`config.mk`:
```
export PLATFORM = sky130hd
export DESIGN_NAME = pwm_cmd_scheduler_flat
export DESIGN_NICKNAME = d
export VERILOG_FILES = /design/src/rtl/pwm_cmd_pkg.sv /design/src/rtl/pwm_cmd_scheduler_if.sv /design/src/rtl/pwm_cmd_fifo.sv /design/src/rtl/pwm_cmd_scheduler.sv /design/src/flat_wrapper.sv
export SDC_FILE = /design/constraint.sdc
export NUM_CORES = 1
export LEC_CHECK = 0
export ABC_AREA = 1
export CORE_ASPECT_RATIO = 0.9
export CORE_MARGIN = 5
export CORE_UTILIZATION = 50
export DETAILED_ROUTE_END_ITERATION = 8
export PLACE_DENSITY = 0.69
export SYNTH_ARGS = -nofsm -noshare
export SYNTH_HDL_FRONTEND = slang
export SYNTH_SLANG_ARGS = --single-unit
```
`constraint.sdc`:
```
create_clock -name clk -period 1.83 [get_ports clk]
set_input_delay 0.366 -clock clk [delete_from_list [all_inputs] [get_ports clk]]
set_output_delay 0.366 -clock clk [all_outputs]
set_load 0.005 [all_outputs]
```
`src/rtl/pwm_cmd_pkg.sv`:
```
// Shared widths, command record and receiver state encoding for pwm_cmd_scheduler.
package pwm_cmd_pkg;

  localparam int ADDR_W  = 3;
  localparam int VAL_W   = 3;
  localparam int FRAME_W = ADDR_W + VAL_W;

  typedef struct packed {
    logic [ADDR_W-1:0] addr;
    logic [VAL_W-1:0]  val;
  } pwm_cmd_t;

  typedef enum logic [1:0] {
    RX_IDLE,
    RX_SHIFT,
    RX_DONE
  } rx_state_t;

endpackage

```
`src/rtl/pwm_cmd_scheduler_if.sv`:
```
// Write port toward the PWM driver: single-cycle set strobe with channel address and level.
interface pwm_cmd_scheduler_if;
  import pwm_cmd_pkg::*;

  logic              set;
  logic [ADDR_W-1:0] addr;
  logic [VAL_W-1:0]  val;

  modport master (output set, output addr, output val);
  modport slave  (input  set, input  addr, input  val);

endinterface

```
`src/rtl/pwm_cmd_fifo.sv`:
```
// Synchronous FIFO of pwm_cmd_t; pointers carry one extra wrap bit to tell full from empty.
module pwm_cmd_fifo
  import pwm_cmd_pkg::*;
#(
  parameter int DEPTH = 4
) (
  input  logic     clk,
  input  logic     reset,
  input  logic     push,
  input  pwm_cmd_t push_data,
  input  logic     pop,
  output pwm_cmd_t head,
  output logic     full,
  output logic     empty
);

  localparam int AW = $clog2(DEPTH);

  logic [AW:0] wr_ptr;
  logic [AW:0] rd_ptr;
  pwm_cmd_t    mem [DEPTH];
  logic        do_pop;
  logic        do_push;

  assign empty   = (wr_ptr == rd_ptr);
  assign full    = (wr_ptr[AW] != rd_ptr[AW]) && (wr_ptr[AW-1:0] == rd_ptr[AW-1:0]);
  assign do_pop  = pop & ~empty;
  // A pop in the same cycle frees the slot, so a push into a full FIFO still lands.
  assign do_push = push & (~full | do_pop);
  assign head    = mem[rd_ptr[AW-1:0]];

  // NOTE: sequential state uses non-blocking assignments so every flop samples pre-edge values.
  always_ff @(posedge clk or posedge reset) begin
    if (reset) begin
      wr_ptr <= '0;
      rd_ptr <= '0;
    end else begin
      if (do_push) wr_ptr <= wr_ptr + 1'b1;
      if (do_pop)  rd_ptr <= rd_ptr + 1'b1;
    end
  end

  // NOTE: storage is left unreset; the pointers alone define which entries are valid.
  always_ff @(posedge clk) begin
    if (do_push) mem[wr_ptr[AW-1:0]] <= push_data;
  end

endmodule

```
`src/rtl/pwm_cmd_scheduler.sv`:
```
// Serial command receiver, command FIFO and write issue for the 8-channel PWM driver.
// Define PWM_CMD_SYNC_APPLY_EN to release at most one write per period, on period_end.
module pwm_cmd_scheduler
  import pwm_cmd_pkg::*;
#(
  parameter int DEPTH       = 4,
  parameter int SYNC_STAGES = 2
) (
  input  logic                clk,
  input  logic                reset,
  input  logic                s_cs_n,
  input  logic                s_sclk,
  input  logic                s_sdi,
  input  logic                period_end,
  pwm_cmd_scheduler_if.master wr,
  output logic                busy,
  output logic                overflow,
  output logic                frame_err
);

  logic [SYNC_STAGES-1:0] cs_sync;
  logic [SYNC_STAGES-1:0] sclk_sync;
  logic [SYNC_STAGES-1:0] sdi_sync;
  logic                   cs_prev;
  logic                   sclk_prev;
  logic                   cs_fall;
  logic                   cs_rise;
  logic                   sclk_rise;
  logic                   sdi_s;

  // Synchronizers clear to 0 so a frame already low at reset release never looks like a new start.
  always_ff @(posedge clk or posedge reset) begin
    if (reset) begin
      cs_sync   <= '0;
      sclk_sync <= '0;
      sdi_sync  <= '0;
      cs_prev   <= 1'b0;
      sclk_prev <= 1'b0;
    end else begin
      cs_sync   <= SYNC_STAGES'({cs_sync, s_cs_n});
      sclk_sync <= SYNC_STAGES'({sclk_sync, s_sclk});
      sdi_sync  <= SYNC_STAGES'({sdi_sync, s_sdi});
      cs_prev   <= cs_sync[SYNC_STAGES-1];
      sclk_prev <= sclk_sync[SYNC_STAGES-1];
    end
  end

  assign cs_fall   = ~cs_sync[SYNC_STAGES-1] & cs_prev;
  assign cs_rise   = cs_sync[SYNC_STAGES-1] & ~cs_prev;
  assign sclk_rise = sclk_sync[SYNC_STAGES-1] & ~sclk_prev;
  assign sdi_s     = sdi_sync[SYNC_STAGES-1];

  rx_state_t          state;
  logic [FRAME_W-1:0] shreg;
  logic [2:0]         bit_cnt;
  logic               push_req;
  pwm_cmd_t           push_cmd;
  logic               frame_err_q;

  always_ff @(posedge clk or posedge reset) begin
    if (reset) begin
      state       <= RX_IDLE;
      shreg       <= '0;
      bit_cnt     <= '0;
      push_req    <= 1'b0;
      push_cmd    <= '0;
      frame_err_q <= 1'b0;
    end else begin
      push_req    <= 1'b0;
      frame_err_q <= 1'b0;
      unique case (state)
        RX_IDLE: begin
          if (cs_fall) begin
            state   <= RX_SHIFT;
            shreg   <= '0;
            bit_cnt <= '0;
          end
        end
        RX_SHIFT: begin
          // Frame end wins over a coincident clock edge.
          if (cs_rise) begin
            state <= RX_DONE;
          end else if (sclk_rise) begin
            shreg <= {shreg[FRAME_W-2:0], sdi_s};
            if (bit_cnt != 3'd7) bit_cnt <= bit_cnt + 3'd1;
          end
        end
        RX_DONE: begin
          state <= RX_IDLE;
          if (bit_cnt == 3'(FRAME_W)) begin
            push_req <= 1'b1;
            push_cmd <= pwm_cmd_t'(shreg);
          end else begin
            frame_err_q <= 1'b1;
          end
        end
        default: state <= RX_IDLE;
      endcase
    end
  end

  logic     fifo_full;
  logic     fifo_empty;
  pwm_cmd_t fifo_head;
  logic     pop;
  logic     set_q;
  logic     overflow_q;
  pwm_cmd_t issued;

`ifdef PWM_CMD_SYNC_APPLY_EN
  assign pop = ~fifo_empty & period_end & ~set_q;
`else
  logic unused_period_end;
  assign unused_period_end = period_end;
  assign pop = ~fifo_empty & ~set_q;
`endif

  pwm_cmd_fifo #(.DEPTH(DEPTH)) u_fifo (
    .clk       (clk),
    .reset     (reset),
    .push      (push_req),
    .push_data (push_cmd),
    .pop       (pop),
    .head      (fifo_head),
    .full      (fifo_full),
    .empty     (fifo_empty)
  );

  always_ff @(posedge clk or posedge reset) begin
    if (reset) begin
      set_q      <= 1'b0;
      issued     <= '0;
      overflow_q <= 1'b0;
    end else begin
      set_q      <= pop;
      overflow_q <= push_req & fifo_full & ~pop;
      if (pop) issued <= fifo_head;
    end
  end

  assign wr.set    = set_q;
  assign wr.addr   = issued.addr;
  assign wr.val    = issued.val;
  assign busy      = ~fifo_empty;
  assign overflow  = overflow_q;
  assign frame_err = frame_err_q;

endmodule
```
`src/flat_wrapper.sv`:
```
// flat-port wrapper written by rule: the top's interface ports become plain ports
module pwm_cmd_scheduler_flat import pwm_cmd_pkg::*;
#(
  parameter int DEPTH       = 4,
  parameter int SYNC_STAGES = 2
)
  (clk, reset, s_cs_n, s_sclk, s_sdi, period_end, busy, overflow, frame_err, wr_set, wr_addr, wr_val);
  pwm_cmd_scheduler_if wr_i ();
  input  logic clk;
  input  logic reset;
  input  logic s_cs_n;
  input  logic s_sclk;
  input  logic s_sdi;
  input  logic period_end;
  output logic busy;
  output logic overflow;
  output logic frame_err;
  output wire logic [$bits(wr_i.set)-1:0] wr_set;
  output wire logic [$bits(wr_i.addr)-1:0] wr_addr;
  output wire logic [$bits(wr_i.val)-1:0] wr_val;
  assign wr_set = wr_i.set;
  assign wr_addr = wr_i.addr;
  assign wr_val = wr_i.val;
  pwm_cmd_scheduler #(.DEPTH(DEPTH), .SYNC_STAGES(SYNC_STAGES)) u_core (.clk(clk), .reset(reset), .s_cs_n(s_cs_n), .s_sclk(s_sclk), .s_sdi(s_sdi), .period_end(period_end), .wr(wr_i), .busy(busy), .overflow(overflow), .frame_err(frame_err));
endmodule
```
==> impl_metrics.csv, run 1 <==
group,metric,value,unit
logic_synthesis,synthTopCellsByArea,"dfrtp_1 37%, edfxtp_1 26%, nand2_1 17%",
clocking,h-tree-depth,3,
logic_synthesis,synth_top_area_share,37.3,%
logic_synthesis,synthArstFlopShare,63.1,%
routing,detail-route-antenna-nets,0,
clocking,cts_buffers,9,
logic_synthesis,synth_cells,271,
grt,grt_use_met2,25.3,%
worst_setup_path,crit_path_start_kind,"register",
logic_synthesis,ys_top_cells_by_count,"126 x nand2_1, 41 x dfrtp_1, 24 x edfxtp_1, 18 x inv_1, 8 x ha_1",
die,dieArea,0.00709,mm2
power_and_ir_drop,leakage,1.55,nW
timing,hold_violations,0,
power_and_ir_drop,ir_drop,0.763,mV
clocking,clock-sinks,65,
logic_synthesis,yosysUniqueCellTypes,21,
timing,skew,0.00847,ns
clocking,clock_latency,0.34,ns
clocking,cts_tree,"done",
timing,rsz0062_at_grt,"false",
status,status,"finished, final reports clean",
logic_synthesis,synth_flop_cell,"dfrtp_1",
worst_setup_path,worstSetupStartpoint,"u_core.u_fifo.wr_ptr[1]$_DFFE_PP0P_",
timing,fin_crit_sh,93.4,%
clocking,cts.clk_slew.worst_paths,0.07,ns
die,fp.dieH,80.4,um
clocking,cts_root_buf,"clkbuf_8",
finish,layout-drive-gt1-share,18.1,%
timing,fin_crit,1.71,ns
timing,slew_headroom,75.6,%
worst_hold_path,hold_class,"reg -> reg",
timing,final.setup.tns,0,ns
die,die_w,88.2,um
logic_synthesis,synth_edf_count,24,
grt,globalRouteTotalUtil,15.1,%
worst_setup_path,critPathArrivalTime,1.34,ns
clocking,cts.hold.buffers_added,0,
worst_setup_path,cp.required,1.46,ns
timing,setup-violations-final,0,
routing,first_iter_violations,75,
placed_design,port_buffers,14,
routing,post_drt_wl_per_cell,12.1,um
routing,drc_errors,0,
finish,antennaDiodeCount,0,
logic_synthesis,synth_fp_nets,285,
die,core,0.00529,mm2
placed_design,gp_congestion,0.731,
grt,grt_pass1_wl,7890,um
clocking,clk_path_buf_depth,2,
power_and_ir_drop,power_frac_comb,31.6,%
worst_setup_path,cp-end-kind,"output pin",
power_and_ir_drop,p_sw,1.41,mW
logic_synthesis,synth_area_leader_cell,"dfrtp_1",
finish,layout.nets,318,
worst_hold_path,worstHoldStart,"u_core.cs_sync[0]$_DFF_PP0_",
worst_setup_path,crit_type,"reg -> out",
routing,drt_wl_total,4560,um
logic_synthesis,yosysWarnings,0,
power_and_ir_drop,seq_power_share,42.6,%
timing,worst_pin_slew,0.363,ns
timing,maxSlewViolCount,0,
power_and_ir_drop,p_clk_share,25.8,%
die,rows,25,
power_and_ir_drop,power.internal,2.74,mW
logic_synthesis,seq_area_frac_synth,63.5,%
placed_design,dp_hpwl,3030,um
grt,grt_max_degree,42,
power_and_ir_drop,p_sw_share,34.0,%
logic_synthesis,yosys_register_bits,65,
power_and_ir_drop,p_per_area,1290,mW/mm2
grt,antenna_found_initial,0,
routing,num_vias,1791,
flow_run,maxCapViolations,0,
grt,grt-busiest-layer,"met2",
grt,met1_usage,16.9,%
grt,met3_usage,6.15,%
routing,dr.pass1.iters,4,
routing,vias_per_cell,4.76,
finish,syn2layout_area_growth,17.1,%
logic_synthesis,syn_area_per_cell,10.2,um2
timing,clock.fmax,585,MHz
grt,grt-ovfl-total,0,
die,ios,16,
worst_setup_path,reg2reg_from,"u_core.u_fifo.wr_ptr[2]$_DFFE_PP0P_",
logic_synthesis,netlist_area,0.00275,mm2
die,initial_core_util,52.1,%
worst_setup_path,critPathMaxFanout,4,
logic_synthesis,yosysMostFrequentCell,"nand2_1",
finish,fin_util,61.0,%
grt,grt_pass1_vias,1767,
## area by class of cell
class	instances	area, um2
well taps	67	83.8
clock buffers	12	145
multi-input cells	178	878
flip-flops and latches	65	1750
fillers	455	2060
clock inverters	4	28.8
inverters	22	82.6
repair buffers	28	258
## kinds of logic after synthesis
logic type / after synthesis / synth area share (%)
flip-flops: 65 / 63.5
buffers and inverters: 28 / 4.64
adder cells (fa/ha/maj): 8 / 3.64
AO/OA/AOI/OAI: 10 / 2.64
AND/OR/NAND/NOR: 158 / 25.0
XOR/XNOR: 2 / 0.636
## path summary, 6_finish.rpt
check,end,slack (ns),cells after the start
hold reg to reg,u_core.cs_sync[1]$_DFF_PP0_,0.35,0
hold / removal,u_core.cs_sync[1]$_DFF_PP0_,0.35,0
setup / recovery,busy,0.12,6
min in group asynchronous,u_core.push_req$_DFF_PP0_,0.39,3
setup reg to reg,u_core.u_fifo.mem[2][5]$_DFFE_PP_,0.34,8
max in group asynchronous,u_core.wr.addr[1]$_DFFE_PP0P_,1.24,3
## sequential cells by signal, indices dropped and copies added, names as in the netlist, 2 cells and up
signal / cells
u_core.cs_sync: 2
u_core.u_fifo.rd_ptr: 3
u_core.sdi_sync: 2
u_core.push_cmd: 6
u_core.wr.addr: 3
u_core.bit_cnt: 3
u_core.u_fifo.wr_ptr: 3
u_core.shreg: 6
u_core.wr.val: 3
u_core.state: 2
u_core.sclk_sync: 2
u_core.u_fifo.mem: 24
## cell usage in the layout, fill, tap and decap left out, types with 7 or more instances in the layout
master             n
buf_4             13
clkbuf_8          10
clkdlybuf4s50_1   13
dfrtp_1           41
edfxtp_1          24
ha_1               8
inv_1             16
nand2_1          126
nand2_2            7
nand3_1            7
nand3_2            7
## power groups by stage
stage / clock, mW / sequential [mW] / combinational, mW
floorplan: 0 / 1.79 / 0.930
global placement: 0 / 1.79 / 1.28
detailed placement: 0 / 1.80 / 1.32
CTS: 1.11 / 1.77 / 1.33
global route: 1.17 / 1.79 / 1.49
finish: 1.07 / 1.77 / 1.31
## routing by layer
layer	wire (um)	vias up
met2	2280	32
met3	234	8
met5	0	-
met4	85	0
met1	1960	834
li1	-	917
## through the flow
stage / cell area (um2) / hold WS [ns] / instances / setup slack (ns) / power, mW
final: 3220 / 0.352 / 376 / 0.121 / 4.15
after global routing: 3220 / 0.370 / 376 / 0.0150 / 4.45
after CTS: 3220 / 0.354 / 376 / 0.0429 / 4.21
after detailed placement: 3020 / 0.338 / 356 / 0.159 / 3.12
after floorplan: 2750 / 0.331 / 271 / 0.242 / 2.72
after global placement: 3020 / 0.334 / 356 / 0.187 / 3.07
## worst max-delay path, cell delays in order (launching register included)
cell,delay [ns]
dfrtp_1,0.41
inv_2,0.05
nand2_1,0.05
nand2_1,0.07
nor2_2,0.15
nand2_2,0.07
clkdlybuf4s15_1,0.20
## what timing repair did
| action | CTS | global route |
|---|---|---|
| resized for setup | 3 | 1 |
| hold endpoints to repair | 0 | 0 |
| endpoints found under the setup margin | 1 | 1 |
| buffers inserted | 4 | 0 |
| pin swaps | 1 | 4 |
Note: power is estimated with default switching activity, not from simulation.
==> run 2, diff against run 1 <==
HOLD_SLACK_MARGIN = 0.06   (was not set)
==> results of run 2 <==
The final DEF is identical to that of run 1; final timing and power are the same.
==> run 3, diff against run 2 <==
GPL_TIMING_DRIVEN = 0   (was not set)
RECOVER_POWER = 100   (was not set)
==> run 3 against run 2 <==
Against the previous run:
- the run now ends with setup timing left
- combinational power grew 9%
- sequential power is essentially flat
- setup slack lost 0.12 ns
==> impl_metrics.csv, run 3 (same netlist as run 1, synthesis figures left out) <==
group,metric,value,unit
status,status,"complete, but fails checks",
status,failed_checks,"setup timing",
die,fp.dieH,80.4,um
timing,fin_crit_sh,100,%
finish,antennaDiodeCount,0,
power_and_ir_drop,power.total,4.46,mW
timing,slew_headroom,44.4,%
worst_setup_path,cp.required,1.80,ns
finish,final_common_cell,"nand2_1",
worst_setup_path,crit_path_start_kind,"register",
die,rows,25,
worst_setup_path,worstSetupStartpoint,"u_core.u_fifo.rd_ptr[1]$_DFFE_PP0P_",
finish,fin_area,0.00327,mm2
power_and_ir_drop,ir_drop,0.883,mV
finish,fin_util,61.8,%
routing,post_drt_wl_per_cell,12.1,um
die,ios,16,
worst_setup_path,critPathMaxFanout,7,
clocking,cts_root_buf,"clkbuf_8",
placed_design,gp_congestion,0.729,
die,die_w,88.2,um
worst_hold_path,hold_class,"reg -> reg",
worst_setup_path,critPathArrivalTime,1.80,ns
clocking,cts_tree,"done",
placed_design,dp_hpwl,2980,um
finish,layout-drive-gt1-share,19.4,%
worst_setup_path,rr_endpoint,"u_core.u_fifo.mem[3][4]$_DFFE_PP_",
routing,drt_wl_total,4560,um
worst_hold_path,whs_path_depth,0,
worst_setup_path,cp-end-kind,"register",
worst_setup_path,rr_worst_depth,8,
die,initial_core_util,52.1,%
grt,grt_pass1_wl,7950,um
timing,fin_crit,1.83,ns
timing,rsz0062_at_grt,"true",
timing,setup_ws,-0.00204,ns
grt,antenna_found_initial,0,
timing,skew,0.00625,ns
grt,grt_pass1_vias,1749,
finish,fillCellCount,454,
routing,first_iter_violations,100,
die,dieArea,0.00709,mm2
worst_hold_path,worstHoldStart,"u_core.cs_sync[0]$_DFF_PP0_",
routing,dr.pass1.iters,4,
power_and_ir_drop,p_per_area,1360,mW/mm2
timing,clock.fmax,546,MHz
placed_design,place_area,0.00298,mm2
flow_run,maxCapViolations,0,
finish,largest_reg_flops,24,
die,core,0.00529,mm2
routing,detail-route-antenna-nets,0,
routing,vias_per_cell,4.73,
timing,final.setup.tns,-0.00531,ns
worst_hold_path,holdPathEnd,"u_core.cs_sync[1]$_DFF_PP0_",
clocking,clk_path_buf_depth,2,
grt,globalRouteTotalUtil,14.9,%
timing,maxSlewViolCount,0,
finish,layout.nets,319,
routing,num_vias,1783,
worst_setup_path,reg2reg_from,"u_core.u_fifo.rd_ptr[1]$_DFFE_PP0P_",
timing,hold_ws,0.351,ns
finish,syn2layout_area_growth,18.6,%
grt,grt-ovfl-total,0,
finish,mostFrequentLayoutCells,"126 x nand2_1, 39 x dfrtp_1, 24 x edfxtp_1",
timing,hold_violations,0,
worst_setup_path,crit_type,"reg -> reg",
placed_design,port_buffers,14,
clocking,cts.clk_slew.worst_paths,0.07,ns
worst_setup_path,ff2ff_setup_slack,-0.002,ns
power_and_ir_drop,leakage,1.59,nW
grt,grt_max_degree,42,
clocking,cts_buffers,9,
clocking,h-tree-depth,3,
clocking,clock_latency,0.33,ns
timing,setup-violations-final,3,
timing,worst_pin_slew,0.834,ns
routing,drc_errors,0,
clocking,clock-sinks,65,
## run 3: worst max-delay path, cell delays in order (launching register included)
cell and delay, ns:
dfrtp_1 0.40, buf_6 0.14, inv_8 0.07, nand2_4 0.05, nand2_4 0.06, nor2_4 0.04
nand2_2 0.10, nand2_2 0.11, nor2_1 0.49
## run 3: worst max path at each step
stage                                              to  slack, ns  depth (start not counted)
floorplan           u_core.u_fifo.mem[0][0]$_DFFE_PP_       0.24                          8
global placement        u_core.wr.addr[0]$_DFFE_PP0P_      -0.33                          2
detailed placement                               busy      -0.13                          8
CTS                 u_core.u_fifo.mem[0][5]$_DFFE_PP_      -0.02                          8
global route        u_core.u_fifo.mem[3][5]$_DFFE_PP_      -0.09                          7
finish              u_core.u_fifo.mem[3][4]$_DFFE_PP_     -0.002                          8
## run 3: layout make-up
class / count / area [um2] / area share [%]
Sequential cell: 65 / 1750 / 53.6
Multi-Input combinational cell: 178 / 877 / 26.9
Timing Repair Buffer: 23 / 203 / 6.21
Clock buffer: 11 / 153 / 4.67
Inverter: 22 / 90.1 / 2.76
Tap cell: 67 / 83.8 / 2.57
Clock inverter: 5 / 61.3 / 1.88
Buffer: 6 / 48.8 / 1.49
## run 3: routing by layer
metal | wire [um] | GRT usage [%] | part of all wire, % | vias up
met4 | 42 | 5.44 | 0.92 | 0
met1 | 1950 | 16.9 | 43 | 819
li1 | - | - | - | 920
met5 | 0 | 0 | 0 | -
met3 | 271 | 5.54 | 5.9 | 4
met2 | 2300 | 25.6 | 50 | 40
## run 3: where the power goes
part	internal (mW)	total [mW]	leakage [nW]	switching [mW]
registers	1.66	1.77	0.726	0.105
logic	0.608	1.43	0.760	0.819
clock network	0.719	1.26	0.109	0.543
total	2.99	4.46	1.59	1.47
## run 3: per-stage QoR
stage               cells  setup slack (ns)
finish                377          -0.00204
global route          377           -0.0887
CTS                   376           -0.0211
global placement      352            -0.333
floorplan             271             0.242
detailed placement    352            -0.132
## run 3: what timing repair did
action                                  in CTS  in global routing
pin swaps                                    3                  3
resized for setup                           10                  8
hold buffers                                 0                  0
setup buffers                                8                  1
endpoints found under the setup margin      25                 25
